--- src/rtl/atomic_pkg.sv ---
`default_nettype none
// ============================================================================
// Module      : atomic_pkg
// Description : Shared types and constants for the RV32A atomic sequencer.
// Revision    : 1.0 - initial release
// ============================================================================
package atomic_pkg;

    typedef enum logic [4:0] {
        AMO_ADD  = 5'b00000,
        AMO_SWAP = 5'b00001,
        AMO_LR   = 5'b00010,
        AMO_SC   = 5'b00011,
        AMO_XOR  = 5'b00100,
        AMO_OR   = 5'b01000,
        AMO_AND  = 5'b01100,
        AMO_MIN  = 5'b10000,
        AMO_MAX  = 5'b10100,
        AMO_MINU = 5'b11000,
        AMO_MAXU = 5'b11100
    } amo_op_e;

    typedef enum logic [1:0] {
        ST_IDLE  = 2'd0,
        ST_READ  = 2'd1,
        ST_WRITE = 2'd2,
        ST_DONE  = 2'd3
    } atomic_state_e;

    localparam logic [31:0] SC_FAIL = 32'd1;

    function automatic logic is_legal_op(input logic [4:0] f5);
        case (f5)
            AMO_ADD, AMO_SWAP, AMO_LR, AMO_SC, AMO_XOR, AMO_OR,
            AMO_AND, AMO_MIN, AMO_MAX, AMO_MINU, AMO_MAXU: return 1'b1;
            default:                                      return 1'b0;
        endcase
    endfunction

endpackage
`default_nettype wire

--- src/rtl/amo_alu.sv ---
`default_nettype none
// ============================================================================
// Module      : amo_alu
// Description : Combinational read-modify-write operator for AMO instructions.
// Revision    : 1.0 - initial release
// ============================================================================
module amo_alu
    import atomic_pkg::*;
#(
    parameter int XLEN = 32
) (
    input  amo_op_e         i_op,
    input  logic [XLEN-1:0] i_old,
    input  logic [XLEN-1:0] i_rs2,
    output logic [XLEN-1:0] o_new
);

    // Comparisons keep the old value on ties.
    always_comb begin
        o_new = i_old;
        case (i_op)
            AMO_ADD:  o_new = i_old + i_rs2;
            AMO_SWAP: o_new = i_rs2;
            AMO_XOR:  o_new = i_old ^ i_rs2;
            AMO_AND:  o_new = i_old & i_rs2;
            AMO_OR:   o_new = i_old | i_rs2;
            AMO_MIN:  if ($signed(i_rs2) < $signed(i_old)) o_new = i_rs2;
            AMO_MAX:  if ($signed(i_rs2) > $signed(i_old)) o_new = i_rs2;
            AMO_MINU: if (i_rs2 < i_old) o_new = i_rs2;
            AMO_MAXU: if (i_rs2 > i_old) o_new = i_rs2;
            default:  o_new = i_old;
        endcase
    end

endmodule
`default_nettype wire

--- src/rtl/atomic_unit_ctrl.sv ---
`default_nettype none
// ============================================================================
// Module      : atomic_unit_ctrl
// Description : LR/SC/AMO sequencer with reservation tracking and a
//               single-word request/acknowledge memory port.
// Revision    : 1.0 - initial release
// ============================================================================
module atomic_unit_ctrl
    import atomic_pkg::*;
#(
    parameter int ADDR_W = 32,
    parameter int XLEN   = 32
) (
    input  logic              clk,
    input  logic              reset_n,
    input  logic              is_atomic_mem,
    input  logic [4:0]        amo_funct5,
    input  logic [ADDR_W-1:0] addr_mem,
    input  logic [XLEN-1:0]   rs2_data_mem,
    output logic              mem_req,
    output logic              mem_we,
    output logic [ADDR_W-1:0] mem_addr,
    output logic [XLEN-1:0]   mem_wdata,
    input  logic [XLEN-1:0]   mem_rdata,
    input  logic              mem_ack,
    input  logic              snoop_st_valid,
    input  logic [ADDR_W-1:0] snoop_st_addr,
    output logic              atomic_unit_stall,
    output logic [XLEN-1:0]   result,
    output logic              result_valid,
    output logic              misaligned,
    output logic              illegal_op
);

    localparam logic [ADDR_W-1:0] c_word_mask = ~ADDR_W'(3);

    atomic_state_e     r_state;
    atomic_state_e     w_next_state;
    amo_op_e           r_op;
    logic [ADDR_W-1:0] r_addr;
    logic [XLEN-1:0]   r_rs2;
    logic [XLEN-1:0]   r_old;
    logic [XLEN-1:0]   r_result;
    logic              r_misaligned;
    logic              r_illegal;
    logic              r_resv_valid;
    logic [ADDR_W-1:0] r_resv_addr;
    logic [XLEN-1:0]   w_alu_new;

    logic              w_misal;
    logic              w_legal;
    logic              w_is_sc;
    logic              w_snoop_hit;
    logic              w_sc_ok;

    assign w_misal     = |addr_mem[1:0];
    assign w_legal     = is_legal_op(amo_funct5);
    assign w_is_sc     = (amo_funct5 == AMO_SC);
    assign w_snoop_hit = snoop_st_valid && r_resv_valid &&
                         ((snoop_st_addr & c_word_mask) == r_resv_addr);
    // A store snooped in the SC accept cycle wins over the reservation.
    assign w_sc_ok     = r_resv_valid && !w_snoop_hit &&
                         ((addr_mem & c_word_mask) == r_resv_addr);

    amo_alu #(.XLEN(XLEN)) u_amo_alu (
        .i_op  (r_op),
        .i_old (r_old),
        .i_rs2 (r_rs2),
        .o_new (w_alu_new)
    );

    always_ff @(posedge clk) begin
        if (!reset_n) r_state <= ST_IDLE;
        else          r_state <= w_next_state;
    end

    always_comb begin
        w_next_state      = r_state;
        mem_req           = 1'b0;
        mem_we            = 1'b0;
        result_valid      = 1'b0;
        atomic_unit_stall = is_atomic_mem && (r_state != ST_DONE);
        case (r_state)
            ST_IDLE: begin
                if (is_atomic_mem) begin
                    if (w_misal || !w_legal) w_next_state = ST_DONE;
                    else if (w_is_sc)        w_next_state = w_sc_ok ? ST_WRITE : ST_DONE;
                    else                     w_next_state = ST_READ;
                end
            end
            ST_READ: begin
                mem_req = 1'b1;
                if (mem_ack) w_next_state = (r_op == AMO_LR) ? ST_DONE : ST_WRITE;
            end
            ST_WRITE: begin
                mem_req = 1'b1;
                mem_we  = 1'b1;
                if (mem_ack) w_next_state = ST_DONE;
            end
            ST_DONE: begin
                result_valid = 1'b1;
                w_next_state = ST_IDLE;
            end
            default: w_next_state = ST_IDLE;
        endcase
    end

    assign mem_addr   = r_addr & c_word_mask;
    assign mem_wdata  = (r_op == AMO_SC || r_op == AMO_SWAP) ? r_rs2 : w_alu_new;
    assign result     = result_valid ? r_result : '0;
    assign misaligned = result_valid && r_misaligned;
    assign illegal_op = result_valid && r_illegal;

    always_ff @(posedge clk) begin
        if (!reset_n) begin
            r_op         <= AMO_ADD;
            r_addr       <= '0;
            r_rs2        <= '0;
            r_old        <= '0;
            r_result     <= '0;
            r_misaligned <= 1'b0;
            r_illegal    <= 1'b0;
            r_resv_valid <= 1'b0;
            r_resv_addr  <= '0;
        end else begin
            case (r_state)
                ST_IDLE: begin
                    if (is_atomic_mem) begin
                        r_op         <= amo_op_e'(amo_funct5);
                        r_addr       <= addr_mem;
                        r_rs2        <= rs2_data_mem;
                        r_misaligned <= w_misal;
                        r_illegal    <= !w_legal;
                        r_result     <= (w_is_sc && !w_misal && !w_sc_ok) ? XLEN'(SC_FAIL) : '0;
                    end
                end
                ST_READ: begin
                    if (mem_ack) begin
                        r_old <= mem_rdata;
                        if (r_op == AMO_LR) r_result <= mem_rdata;
                    end
                end
                ST_WRITE: begin
                    if (mem_ack) r_result <= (r_op == AMO_SC) ? '0 : r_old;
                end
                default: ;
            endcase

            // Later assignments take priority: clears override an LR set.
            if (r_state == ST_READ && mem_ack && r_op == AMO_LR) begin
                r_resv_valid <= 1'b1;
                r_resv_addr  <= r_addr & c_word_mask;
            end
            if (r_state == ST_IDLE && is_atomic_mem && w_is_sc)
                r_resv_valid <= 1'b0;
            if (r_state == ST_WRITE && mem_ack && r_op != AMO_SC &&
                (r_addr & c_word_mask) == r_resv_addr)
                r_resv_valid <= 1'b0;
            if (w_snoop_hit)
                r_resv_valid <= 1'b0;
        end
    end

endmodule
`default_nettype wire

--- config.mk ---
export PLATFORM = sky130hd
export DESIGN_NAME = atomic_unit_ctrl
export DESIGN_NICKNAME = d
export VERILOG_FILES = /design/src/rtl/atomic_pkg.sv /design/src/rtl/amo_alu.sv /design/src/rtl/atomic_unit_ctrl.sv
export SDC_FILE = /design/constraint.sdc
export NUM_CORES = 1
export LEC_CHECK = 0
export ABC_CLOCK_PERIOD_IN_PS = 11650
export CORE_ASPECT_RATIO = 0.7
export CORE_MARGIN = 5
export CORE_UTILIZATION = 60
export CTS_CLUSTER_SIZE = 24
export DETAILED_ROUTE_END_ITERATION = 8
export DONT_BUFFER_PORTS = 1
export PLACE_DENSITY = 0.74
export SLEW_MARGIN = 20
export SYNTH_ARGS = -nofsm -noshare
export SYNTH_HDL_FRONTEND = slang
export SYNTH_SLANG_ARGS = --single-unit
--- constraint.sdc ---
create_clock -name clk -period 11.65 [get_ports clk]
set_clock_uncertainty 0.1 [all_clocks]
set_input_delay 2.9125 -clock clk [delete_from_list [all_inputs] [get_ports clk]]
set_output_delay 2.9125 -clock clk [all_outputs]
set_load 0.05 [all_outputs]
== Yosys cells after proc, flatten, opt, wreduce, memory -nomap -nowiden ==
Memory sizes are Yosys's and may differ from the RTL's.
Cells that the tools add are included.

* Register bits after elaboration: 168
* Bits in read-only memories: 32
* Input port bits: 138
* Output and inout bits: 102
* Word-level logic and storage cells: 100
* Memories kept: 1

{| class="wikitable"
|+ Memory list
! memory !! words !! width !! read ports !! clocked after Yosys merged registers in !! wr ports !! line !! source
|-
| (no name shown) || 32 || 1 || 1 || 0 || 0 || atomic_pkg.sv:33 || <nowiki>case (f5)</nowiki>
|}

* Add/subtract/negate cells: 1
* Order comparisons: 4
* Equality and inequality tests: 23
* Multiplexer cells: 25
* Bitwise logic cells: 4
* Reductions and logical operators: 32

{| class="wikitable"
|+ Operator list
! kind !! count
|-
| 32-bit 2-to-1 mux || 11
|-
| 32-bit case mux with 9 select lines || 1
|-
| 32-bit case mux with 3 select lines || 1
|-
| 30-bit equality test || 3
|-
| 32-bit greater-than comparator || 2
|-
| 32-bit < comparator || 2
|-
| 32-bit adder || 1
|-
| 32-bit bitwise AND || 1
|-
| 32-bit bitwise OR || 1
|-
| 32-bit XOR || 1
|-
| 5-bit equality test (second input constant) || 4
|-
| 1-bit logical AND || 16
|-
| 5-bit by 2-bit equality test with 1-bit output (second input constant) || 3
|-
| 5-bit by 4-bit equality test with 1-bit output (second input constant) || 2
|-
| 2-bit 2-to-1 mux || 5
|-
| 2-bit inequality test (second input constant) || 5
|-
| 2-bit case mux with 4 select lines || 1
|-
| 1-bit 2-to-1 mux || 6
|-
| 5-bit by 1-bit equality test with 1-bit output (second input constant) || 1
|-
| 5-bit by 3-bit equality test with 1-bit output (second input constant) || 1
|-
| 5-bit logical NOT || 1
|-
| 5-bit by 2-bit inequality test with 1-bit output (second input constant) || 1
|-
| 5-bit AND reduction || 1
|-
| 2-bit equality test (second input constant) || 2
|-
| 10 further kinds || 16
|}

== Longest topological paths before layout ==
Gate-level depths: netlist of run 1.

* Depth in word-level cells: 10
* Depth in mapped cells: 14
* Mapped depth without buffers: 12

== Hierarchy ==
Synthesis of run 1 repeated with hierarchy kept, for this count alone.

* Cell total of the unflattened synthesis: 1675
* Area, all modules: 12813.5 µm²

{| class="wikitable"
|+ By module, submodules not included
! module !! times used !! cells an instance !! area an instance (µm²) !! sequential area each (µm²)
|-
| atomic_unit_ctrl || 1 || 957 || 8030.2 || 3323.2
|-
| amo_alu || 1 || 718 || 4783.3 || 0.0
|}

== Worst setup path before layout of run 1 ==
No wires, ideal clock.

* Path type: register to output
* Start point: reg r_rs2[31]
* End point: out mem_wdata[27]
* Arrival: 3.825 ns
* Data required time: 8.637 ns
* Path slack: 4.812 ns
* Cell stages (with the launch flop): 14
* Buffers on the path: 2
* Cell sequence: dfxtp_1 -> inv_1 -> ha_1 -> buf_6 -> nor4_4 -> nand3_2 -> or3_1 -> o21bai_4 -> nand3_1 -> nand3_1 -> o2bb2ai_2 -> buf_2 -> a221oi_1 -> a221oi_1

* Word-level cells in the longest chain between the ends: 4
* Elaborated cells between the ends (all ways): 10
* Those cells by class: order compare (4); mux (6)

{| class="wikitable"
|+ Ends and longest elaborated chain
! what !! line !! source
|-
| from (decl) || atomic_unit_ctrl.sv:41 || <nowiki>logic [XLEN-1:0] r_rs2;</nowiki>
|-
| from (signal assigned) || atomic_unit_ctrl.sv:131 || <nowiki>r_rs2 <= rs2_data_mem;</nowiki>
|-
| 32-bit greater-than comparator, or another cell as far along || amo_alu.sv:30 || <nowiki>AMO_MAXU: if (i_rs2 > i_old) o_new = i_rs2;</nowiki>
|-
| 32-bit 2-to-1 mux (on tied branches) || - ||
|-
| 32-bit case mux with 9 select lines (*) || amo_alu.sv:21 || <nowiki>case (i_op)</nowiki>
|-
| 32-bit 2-to-1 mux (*) || atomic_unit_ctrl.sv:109 || <nowiki>assign mem_wdata = (r_op == AMO_SC || r_op == AMO_SWAP) ? r_rs2 : w_alu_new;</nowiki>
|-
| to (decl) || atomic_unit_ctrl.sv:23 || <nowiki>output logic [XLEN-1:0] mem_wdata,</nowiki>
|}

Mark *: on every way between the ends. The rest lies on a longest branch, timed or not.

== Worst setup path in the final report of run 1 ==
* Start point: reg r_old[31]
* End point: out mem_wdata[16]

* Word-level cells in the longest chain between the ends: 4
* Elaborated cells between the ends (all ways): 10
* Those cells by class: order compare (4); mux (6)

{| class="wikitable"
|+ Ends and longest elaborated chain
! what !! line !! source
|-
| from (decl) || atomic_unit_ctrl.sv:42 || <nowiki>logic [XLEN-1:0] r_old;</nowiki>
|-
| from (signal assigned) || atomic_unit_ctrl.sv:139 || <nowiki>r_old <= mem_rdata;</nowiki>
|-
| 32-bit greater-than comparator, or another cell as far along || amo_alu.sv:30 ||
|-
| 32-bit 2-to-1 mux (on tied branches) || - ||
|-
| 32-bit case mux with 9 select lines (*) || amo_alu.sv:21 ||
|-
| 32-bit 2-to-1 mux (*) || atomic_unit_ctrl.sv:109 ||
|}

Marked as above.

==> run_results.csv, run 1 <==
group,metric,value,unit
status,status,"finished, final reports clean",
final_layout,nets,1848,
critical_path,cp_slowest_stage_delay,0.88,ns
clock_network,cts_resized,0,
die,ioPinCount,240,
critical_path,end_kind,"output pin",
timing,rsz0062_at_grt,"no",
clock_network,clock_latency,0.43,ns
critical_path,arrival,5.22,ns
global_routing,antenna_found_initial,2,
yosys,synth-edff-count,0,
timing,fin_tns_setup,0,ns
power_and_ir_drop,p_sw_frac,0.515,
clock_network,clock_path_buffers,2,
final_layout,fillerInstances,1885,
yosys,synth-xor-area-share,0.0781,
critical_path,crit_family,"compound AO/OA/AOI/OAI gates",
die,coreArea,20900,sq um
power_and_ir_drop,pwr-share-clk,0.202,
critical_path,cp_max_fo,20,
yosys,syn_avg_cell_area,7.57,sq um
critical_path,crit_buf_inv,2,
timing,max_freq,121,MHz
timing,period_share,0.707,
placed_design,gp_congestion,1.03,
power_and_ir_drop,combPwrFrac,0.507,
global_routing,grt_max_degree,167,
yosys,synth_top_family_by_area,"compound AO/OA/AOI/OAI gates",
final_layout,stdcell_count,1898,
placed_design,dp_hpwl,30700,microns
die,dieWidth,185,microns
yosys,synth_mux_area_frac,0.00166,
detailed_routing,routed_wl,42100,microns
global_routing,grt_usage,0.330,
global_routing,grt_pass1_vias,11098,
final_layout,drive_above_1_share,0.0506,
clock_network,clk_pin_slew,0.07,ns
power_and_ir_drop,internal_power,0.00136,W
detailed_routing,drc_errors,0,
power_and_ir_drop,p_seq_frac,0.291,
detailed_routing,ant_nets,0,
critical_path,rrSetupSlack,8.46,ns
die,start_util,0.613,
yosys,synth_top_area_share,0.260,
clock_network,postCtsHoldBufs,0,
power_and_ir_drop,total_leakage_power,4.73,nW
global_routing,grt_first_pass_wirelength,63900,microns
global_routing,grt_overflow,0,
power_and_ir_drop,ir_worst_vdd,0.136,mV
die,rows,44,
yosys,synthAdderAreaFrac,0.100,
yosys,synth_compound_area_frac,0.277,
yosys,ys_ff_latch,166,
detailed_routing,num_vias,12086,
timing,setup_viol,0,
critical_path,worstPathCellList,"inv_1 -> ha_1 -> nor4_4 -> nand3_2 -> or3_1 -> o21bai_4 -> nand2_1 -> xnor2_1 -> o211ai_2 -> buf_4 -> nand2b_1 -> a21oi_1 -> o211ai_1",
yosys,yosys_warnings,0,
yosys,async_flop_share,0,
detailed_routing,first_pass_iters,7,
timing,layout_min_cycle_time,8.23,ns
timing,worst_pin_slew,1.14,ns
clock_network,cts.sinks,166,
die,die_h,132,microns
timing,relSlewSlack,0.239,
yosys,ys_top_cells_by_area,"dfxtp_1 (26%), ha_1 (9.9%), nand2_1 (9.5%)",
run,maxCapViolCount,0,
timing,final_hold_viol_count,0,
clock_network,cts_buffers,17,
yosys,yosys.area.top_type,"dfxtp_1",
timing,drv_slew,0,
critical_path,crit_slowest_cell,"o211ai_1",
yosys,syn-cell-area,12800,sq um
placed_design,port_buffers,0,
final_layout,area_delta_synth_final,4.71,%
power_and_ir_drop,cellPowerDensity,209,nW/um^2
detailed_routing,routed_via_density,6.37,
critical_path,worstPathRequired,8.64,ns
yosys,synthSimpleGateAreaFrac,0.220,
clock_network,postCtsSetupRepairBufs,0,
detailed_routing,drt_iter0_drc,1449,
power_and_ir_drop,p_sw,0.00145,W
critical_path,critPathKind,"flop to output pin",
yosys,syn_inst,1689,
die,dieArea,24400,sq um
clock_network,root_buffer,"clkbuf_16",
clock_network,htreeDepth,4,
worst_hold_path,hold_path_class,"flop to flop",
detailed_routing,routedWlPerCell,22.2,microns
clock_network,cts_tree,"yes",
critical_path,worst_setup_path_start_kind,"flop",
yosys,synth.distinct_cells,76,
placed_design,place_inst,1865,
yosys,ys_seq_area_frac,0.260,
yosys,synth-main-ff-cell,"dfxtp_1",
## power groups by stage
stage                     registers, W  clock network, W  logic, W
after floorplan               0.000786                 0   0.00112
after global placement        0.000822                 0   0.00137
after detailed placement      0.000827                 0   0.00139
after CTS                     0.000814          0.000572   0.00140
after global routing          0.000826          0.000596   0.00153
final                         0.000817          0.000566   0.00142
## sequential cells by signal, summed over array words and instances, names as in the netlist, 2 cells and up
name	count
r_resv_addr	30
r_rs2	32
r_addr	30
r_old	32
r_state	2
r_result	32
r_op	5
## stage by stage
stage	util	cell area, sq um	hold WS (ns)	setup WS [ns]	power, W
global placement	0.614	12800	0.376	3.99	0.00219
finish	0.642	13400	0.405	3.42	0.00280
floorplan	-	12800	0.364	4.81	0.00191
detailed placement	0.614	12800	0.381	3.94	0.00222
global route	0.642	13400	0.431	3.20	0.00295
CTS	0.642	13400	0.404	3.45	0.00278
## final timing paths
| path | start | cells past startpoint | end |
|---|---|---|---|
| worst max-delay path | r_old[31] | 13 | mem_wdata[16] |
| worst min-delay path | r_misaligned | 1 | r_misaligned |
| worst max register to register | r_op[2] | 9 | r_result[26] |
| worst min register to register | r_misaligned | 1 | r_misaligned |
## per-layer routing
metal / track usage / part of all wire
met1: 0.484 / 0.45
met2: 0.461 / 0.41
met3: 0.108 / 0.12
met4: 0.0874 / 0.020
met5: 0 / 0.00031
## cell usage in the layout, fill, tap and decap left out, types with 10 or more instances in the layout
cell and n:
nor4_1 10, xnor2_1 103, a21boi_0 132, nor2b_1 45
ha_1 100, a221oi_1 23, o211ai_1 12, inv_1 77
buf_4 20, a31oi_1 16, nand2_1 322, o22ai_1 24
a21o_1 14, and2_1 42, nor2_1 78, a21oi_1 70
dfxtp_1 166, o21ai_0 65, a211oi_1 12, xor2_1 11
nand4_1 27, nor3_1 18, a22oi_1 32, clkbuf_16 17
a22o_1 32, nand3_1 20
## logic make-up (layout without fill, tap and decap cells)
family | Yosys count | in the layout
and+or+nand+nor | 609 | 609
AOI/OAI and AO/OA | 496 | 496
buffers and inverters | 199 | 130
DFF | 166 | 166
xor gates and xnor gates | 114 | 114
adders and majority gates | 102 | 102
muxes | 2 | 2
other | 1 | 3
## cell type report
cell class                      instances  area [sq um]  share of cell area
Clock inverter                         14           144              0.0107
Sequential cell                       166          3320               0.248
Tap cell                              276           345              0.0258
Timing Repair Buffer                   20           150              0.0112
Antenna cell                            1          2.50            0.000187
Multi-Input combinational cell       1325          8700               0.649
Inverter                               78           293              0.0219
Clock buffer                           18           439              0.0328
## cells in the mapped netlist (all sizes together) (3+ instances only)
cell type  instances
nand2            323
dfxtp            166
a21boi           134
xnor2            103
clkbuf           101
ha               101
nor2              80
inv               78
a21oi             70
o21ai             65
nor2b             45
and2              43
a22o              32
a22oi             32
a221oi            27
nand4             27
o22ai             24
nand3             21
nor3              21
buf               20
a31oi             16
a211oi            14
a21o              14
nor4              13
o211ai            13
xor2              11
o21bai            10
nand2b             9
or3                9
a221o              8
o31ai              6
and3               5
nand3b             4
nor3b              4
o21a               4
o221ai             4
o311a              3
No activity file was read; power rests on OpenSTA's default activity.
==> run 2, diff against run 1 <==
--- a/config.mk
+++ b/config.mk
@@ -5,14 +5,15 @@
 export SDC_FILE = /design/constraint.sdc
 export NUM_CORES = 1
 export LEC_CHECK = 0
-export ABC_CLOCK_PERIOD_IN_PS = 11650
+export ABC_AREA = 1
+export ABC_CLOCK_PERIOD_IN_PS = 6900
 export CORE_ASPECT_RATIO = 0.7
 export CORE_MARGIN = 5
-export CORE_UTILIZATION = 60
+export CORE_UTILIZATION = 59
 export CTS_CLUSTER_SIZE = 24
 export DETAILED_ROUTE_END_ITERATION = 8
 export DONT_BUFFER_PORTS = 1
-export PLACE_DENSITY = 0.74
+export PLACE_DENSITY = 0.76
 export SLEW_MARGIN = 20
 export SYNTH_ARGS = -nofsm -noshare
 export SYNTH_HDL_FRONTEND = slang
==> constraint.sdc (replaced) <==
create_clock -name clk -period 6.9 [get_ports clk]
set_clock_uncertainty 0.1 [all_clocks]
set_input_delay 1.725 -clock clk [delete_from_list [all_inputs] [get_ports clk]]
set_output_delay 1.725 -clock clk [all_outputs]
set_load 0.05 [all_outputs]
==> run 2 against run 1 <==
Setup slack worse by 3.0 ns. Global-route usage rose by 5.6 points. Count of clock-buffer cells in the layout unchanged. Largest power group unchanged. Critical endpoint is now mem_wdata[9].
==> run_results.csv, run 2 <==
group,metric,value,unit
yosys,synth.most_common_cell,"nand2_1",
clock_network,clock_path_buffers,2,
detailed_routing,routed_wl,54400,microns
die,rows,47,
worst_hold_path,holdPathStages,2,
critical_path,cp_max_fo,22,
critical_path,ff2ff_path_depth,5,
clock_network,cts.sinks,166,
final_layout,nets,2444,
yosys,yosys.area.top_type,"dfxtp_1",
die,coreArea,23500,sq um
critical_path,worstPathCellList,"clkinv_1 -> ha_1 -> inv_1 -> a21oi_1 -> o21ai_0 -> a21oi_1 -> nand2_1 -> nand2_4 -> nand2_4 -> nand2_1 -> nand3_1 -> buf_4 -> nor2_1 -> a21oi_2 -> nand2_1 -> inv_1 -> nand2_1 -> nand2_1 -> nand2_1",
die,dieArea,27000,sq um
final_layout,drive_above_1_share,0.0510,
yosys,syn_inst,2269,
global_routing,grt_overflow,0,
critical_path,arrival,4.70,ns
timing,final_hold_viol_count,0,
global_routing,grt_pass1_vias,14359,
clock_network,clock_latency,0.46,ns
final_layout,multiInputGateArea,9190,sq um
die,die_h,139,microns
worst_hold_path,hold_path_class,"flop to flop",
critical_path,r2r_end,"r_result[14]",
detailed_routing,first_pass_iters,6,
final_layout,seq_area,3320,sq um
clock_network,cts_buffers,17,
critical_path,worstPathRequired,5.08,ns
yosys,ys_seq_area_frac,0.237,
clock_network,postCtsSetupRepairBufs,0,
yosys,async_flop_share,0,
detailed_routing,routed_via_density,6.23,
run,maxCapViolCount,0,
global_routing,antenna_found_initial,1,
final_layout,stdcell_count,2536,
power_and_ir_drop,cellPowerDensity,459,nW/um^2
clock_network,clk_pin_slew,0.08,ns
critical_path,rrSetupSlack,3.35,ns
global_routing,grt_max_degree,134,
critical_path,cp_slowest_stage_delay,0.65,ns
clock_network,htreeDepth,4,
critical_path,worst_setup_path_start_kind,"flop",
status,status,"finished, final reports clean",
final_layout,area_delta_synth_final,5.29,%
timing,worst_pin_slew,1.18,ns
final_layout,layout_common_cells,"nand2_1 (514), o21ai_0 (272), inv_1 (266)",
yosys,syn-cell-area,14000,sq um
placed_design,gp_congestion,1.05,
detailed_routing,drc_errors,0,
detailed_routing,drt_iter0_drc,2340,
critical_path,crit_family,"simple AND/OR/NAND/NOR gates",
yosys,yosys_warnings,0,
final_layout,reg.largest.list,"r_old: 32 flops, r_result: 32 flops, r_rs2: 32 flops",
clock_network,postCtsHoldBufs,0,
yosys,syn_avg_cell_area,6.19,sq um
global_routing,grt_first_pass_wirelength,83600,microns
placed_design,dp_hpwl,40000,microns
yosys,synth-main-ff-cell,"dfxtp_1",
power_and_ir_drop,ir_worst_vdd,0.654,mV
final_layout,fillerInstances,2266,
critical_path,critPathKind,"flop to output pin",
critical_path,cp_common_cell,"nand2_1",
timing,rsz0062_at_grt,"no",
detailed_routing,routedWlPerCell,21.4,microns
timing,period_share,0.946,
final_layout,stdcell_area,14800,sq um
clock_network,cts_resized,0,
final_layout,final_common_cell,"nand2_1",
clock_network,root_buffer,"clkbuf_16",
yosys,synth_top_area_share,0.237,
worst_hold_path,hold_end,"r_result[30]",
die,dieWidth,194,microns
die,start_util,0.597,
timing,setup_viol,0,
timing,layout_min_cycle_time,6.53,ns
power_and_ir_drop,total_leakage_power,6.60,nW
yosys,synth_common_cells,"nand2_1 (516), o21ai_0 (273), inv_1 (266)",
placed_design,place_inst,2503,
critical_path,worstReg2RegStart,"r_op[1]",
die,ioPinCount,240,
yosys,ys_top_cells_by_area,"dfxtp_1 (24%), nand2_1 (14%), o21ai_0 (9.7%)",
worst_hold_path,min-delay-start,"r_result[30]",
placed_design,port_buffers,0,
timing,drv_slew,0,
detailed_routing,num_vias,15799,
critical_path,crit_slowest_cell,"nand3_1",
detailed_routing,ant_nets,0,
critical_path,path_depth,19,
placed_design,postPlaceCellArea,14200,sq um
timing,max_freq,153,MHz
timing,fin_tns_setup,0,ns
yosys,synth-edff-count,0,
critical_path,end_kind,"output pin",
yosys,synth.distinct_cells,58,
global_routing,grt_usage,0.385,
timing,relSlewSlack,0.210,
yosys,ys_ff_latch,166,
clock_network,cts_tree,"yes",
critical_path,crit_buf_inv,4,
## run 2: worst max path at each step
stage / endpoint / startpoint / slack (ns)
floorplan: mem_wdata[14] / r_old[26] / 2.29
global placement: mem_wdata[3] / r_old[15] / 1.08
detailed placement: mem_wdata[11] / r_old[15] / 1.03
CTS: mem_wdata[11] / r_old[15] / 0.53
global route: mem_wdata[11] / r_old[15] / 0.19
finish: mem_wdata[9] / r_old[15] / 0.37
## run 2: cell families (layout without fill, tap and decap cells)
| family | after synthesis | count (layout) | synth area share |
|---|---|---|---|
| AND/OR/NAND/NOR | 897 | 897 | 0.268 |
| AO/OA/AOI/OAI | 676 | 676 | 0.272 |
| buffers and inverters | 395 | 342 | 0.111 |
| flip-flops | 166 | 166 | 0.237 |
| adder cells (fa/ha/maj) | 102 | 102 | 0.0915 |
| XOR/XNOR | 32 | 32 | 0.0200 |
| other | 1 | 3 | 0.000267 |
## run 2: metrics by stage
step	hold WS, ns	worst slack [ns]	total power, W	util
2_1_floorplan	0.378	2.29	0.00468	-
3_3_place_gp	0.392	1.08	0.00558	0.603
3_5_place_dp	0.397	1.03	0.00565	0.603
4_1_cts	0.417	0.527	0.00665	0.628
5_1_grt	0.448	0.194	0.00721	0.628
6_report	0.414	0.371	0.00679	0.628
## run 2: where the power goes
part,internal (W),leakage [nW],switching [W]
combinational,0.00105,4.95,0.00314
clock,0.000495,0.285,0.000506
sequential,0.00115,1.36,0.000450
## run 2: routing by layer
metal,GRT usage,share of wire,vias up
met2,0.543,0.40,1055
met5,0,0,-
li1,-,-,7424
met3,0.110,0.14,129
met4,0.109,0.026,0
met1,0.570,0.44,7191
## run 2: worst register-to-register path: cells and delay by family (launching register included)
| family | cells | cell delay (ns) |
|---|---|---|
| AOI/OAI and AO/OA | 3 | 1.88 |
| DFF | 1 | 1.10 |
| buffers and inverters | 1 | 0.28 |
| and+or+nand+nor | 1 | 0.06 |
## run 2: cell type report
class | count | share of cell area
antenna | 1 | 0.000169
clock buffer | 18 | 0.0297
clock inverter | 14 | 0.0108
inverter | 283 | 0.0720
multi-input combinational | 1709 | 0.622
sequential | 166 | 0.225
tap | 318 | 0.0269
timing repair buffer | 27 | 0.0137
==> run 3, diff against run 2 <==
--- a/config.mk
+++ b/config.mk
@@ -13,7 +13,9 @@
 export CTS_CLUSTER_SIZE = 24
 export DETAILED_ROUTE_END_ITERATION = 8
 export DONT_BUFFER_PORTS = 1
+export MAX_ROUTING_LAYER = met4
 export PLACE_DENSITY = 0.76
+export SKIP_LAST_GASP = 1
 export SLEW_MARGIN = 20
 export SYNTH_ARGS = -nofsm -noshare
 export SYNTH_HDL_FRONTEND = slang
==> run 3 against run 2 <==
Sequential power barely moved. Non-clock buffer count decreased by 1. Critical endpoint is now mem_wdata[3]. Maximum frequency down 0.26%. Clock power about the same. Register-to-register slack better by 0.28 ns. Largest power group unchanged. Final area about the same. Combinational power increased by 1%. Sequential share of layout area about the same. Die area stayed put. Count of clock-buffer cells in the layout shrank 1.
==> run_results.csv, run 3 (synthesis results as in run 2) <==
group,metric,value,unit
critical_path,critPathKind,"flop to output pin",
die,rows,47,
placed_design,gp_congestion,1.08,
clock_network,root_buffer,"clkbuf_16",
die,ioPinCount,240,
final_layout,drive_above_1_share,0.0510,
detailed_routing,routedWlPerCell,22.1,microns
clock_network,clk_pin_slew,0.07,ns
global_routing,grt_first_pass_wirelength,85200,microns
final_layout,fillerInstances,2239,
timing,setup_viol,0,
clock_network,clock_latency,0.45,ns
detailed_routing,drt_iter0_drc,2191,
detailed_routing,first_pass_iters,8,
critical_path,worst_setup_path_start_kind,"flop",
final_layout,area_delta_synth_final,5.36,%
clock_network,cts_tree,"yes",
placed_design,port_buffers,0,
timing,drv_slew,0,
clock_network,htreeDepth,4,
detailed_routing,drc_errors,0,
die,dieWidth,194,microns
status,status,"finished, final reports clean",
detailed_routing,routed_wl,56100,microns
die,dieArea,27000,sq um
clock_network,postCtsHoldBufs,0,
global_routing,antenna_found_initial,1,
clock_network,clock_path_buffers,2,
timing,fin_tns_setup,0,ns
global_routing,grt_overflow,0,
detailed_routing,routed_via_density,6.34,
timing,rsz0062_at_grt,"no",
run,maxCapViolCount,0,
timing,layout_min_cycle_time,6.55,ns
clock_network,cts.sinks,166,
final_layout,nets,2443,
detailed_routing,num_vias,16075,
global_routing,grt_max_degree,134,
power_and_ir_drop,cellPowerDensity,464,nW/um^2
critical_path,arrival,4.72,ns
global_routing,grt_pass1_vias,14541,
final_layout,stdcell_count,2535,
final_layout,reg.largest.list,"r_old: 32 flops, r_result: 32 flops, r_rs2: 32 flops",
timing,final_hold_viol_count,0,
final_layout,layout_common_cells,"nand2_1 (514), o21ai_0 (272), inv_1 (266)",
timing,setup_ws,0.354,ns
final_layout,final_common_cell,"nand2_1",
clock_network,postCtsSetupRepairBufs,0,
power_and_ir_drop,ir_worst_vdd,0.417,mV
die,coreArea,23500,sq um
power_and_ir_drop,total_leakage_power,6.60,nW
worst_hold_path,hold_path_class,"flop to flop",
critical_path,cp_max_fo,22,
die,start_util,0.597,
timing,worst_pin_slew,1.15,ns
critical_path,end_kind,"output pin",
placed_design,dp_hpwl,40700,microns
detailed_routing,ant_nets,0,
timing,relSlewSlack,0.235,
global_routing,grt_usage,0.407,
timing,period_share,0.949,
clock_network,cts_resized,0,
critical_path,worstPathRequired,5.08,ns
clock_network,cts_buffers,17,
timing,max_freq,153,MHz
die,die_h,139,microns
placed_design,place_inst,2502,
placed_design,dp_slack,1.09,ns
[run 3: metrics by stage]
stage	utilization	power (W)	hold slack, ns	cell area (sq um)
finish	0.629	0.00686	0.418	14800
global placement	0.603	0.00560	0.391	14200
detailed placement	0.603	0.00569	0.400	14200
floorplan	-	0.00468	0.378	14000
CTS	0.629	0.00671	0.419	14800
global route	0.629	0.00727	0.446	14800
[run 3: worst paths after layout]
check	to	cells after the start	slack, ns	from
worst max-delay path	mem_wdata[3]	18	0.35	r_rs2[25]
worst min-delay path	r_result[19]	2	0.42	r_result[19]
worst max register to register	r_resv_addr[10]	9	3.63	r_state[1]
worst min register to register	r_result[19]	2	0.42	r_result[19]
[run 3: per-layer routing]
layer	global-route usage	vias to the layer above	share of wire
li1	-	7418	-
met1	0.573	7417	0.42
met2	0.553	1107	0.40
met3	0.135	133	0.15
met4	0.118	0	0.029
met5	-	-	0
[run 3: where the power goes]
group,internal (W),switching [W],total [W]
Combinational,0.00105,0.00320,0.00425
Sequential,0.00115,0.000451,0.00160
Clock,0.000493,0.000522,0.00101
Total,0.00269,0.00417,0.00686
[run 3: final cells by class]
cell class / instances / area [sq um] / share of cell area
Antenna cell: 1 / 2.50 / 0.000169
Clock buffer: 17 / 425 / 0.0288
Clock inverter: 15 / 178 / 0.0120
Inverter: 283 / 1060 / 0.0720
Multi-Input combinational cell: 1709 / 9190 / 0.621
Sequential cell: 166 / 3320 / 0.225
Tap cell: 318 / 398 / 0.0269
Timing Repair Buffer: 26 / 208 / 0.0140
[run 3: worst max-delay path, cell delays in order, from the launching register on]
cell	delay [ns]
dfxtp_1	0.45
inv_1	0.14
ha_1	0.50
nor2_1	0.09
o21ai_0	0.19
nand2_1	0.08
nand2_1	0.07
nand2_1	0.08
a21oi_4	0.26
nand2_4	0.24
nand2_1	0.16
nand2_2	0.27
o21ai_2	0.97
nand2_1	0.10
nand2_1	0.11
inv_1	0.04
nand2_1	0.06
nand2_1	0.05
nand2_1	0.40
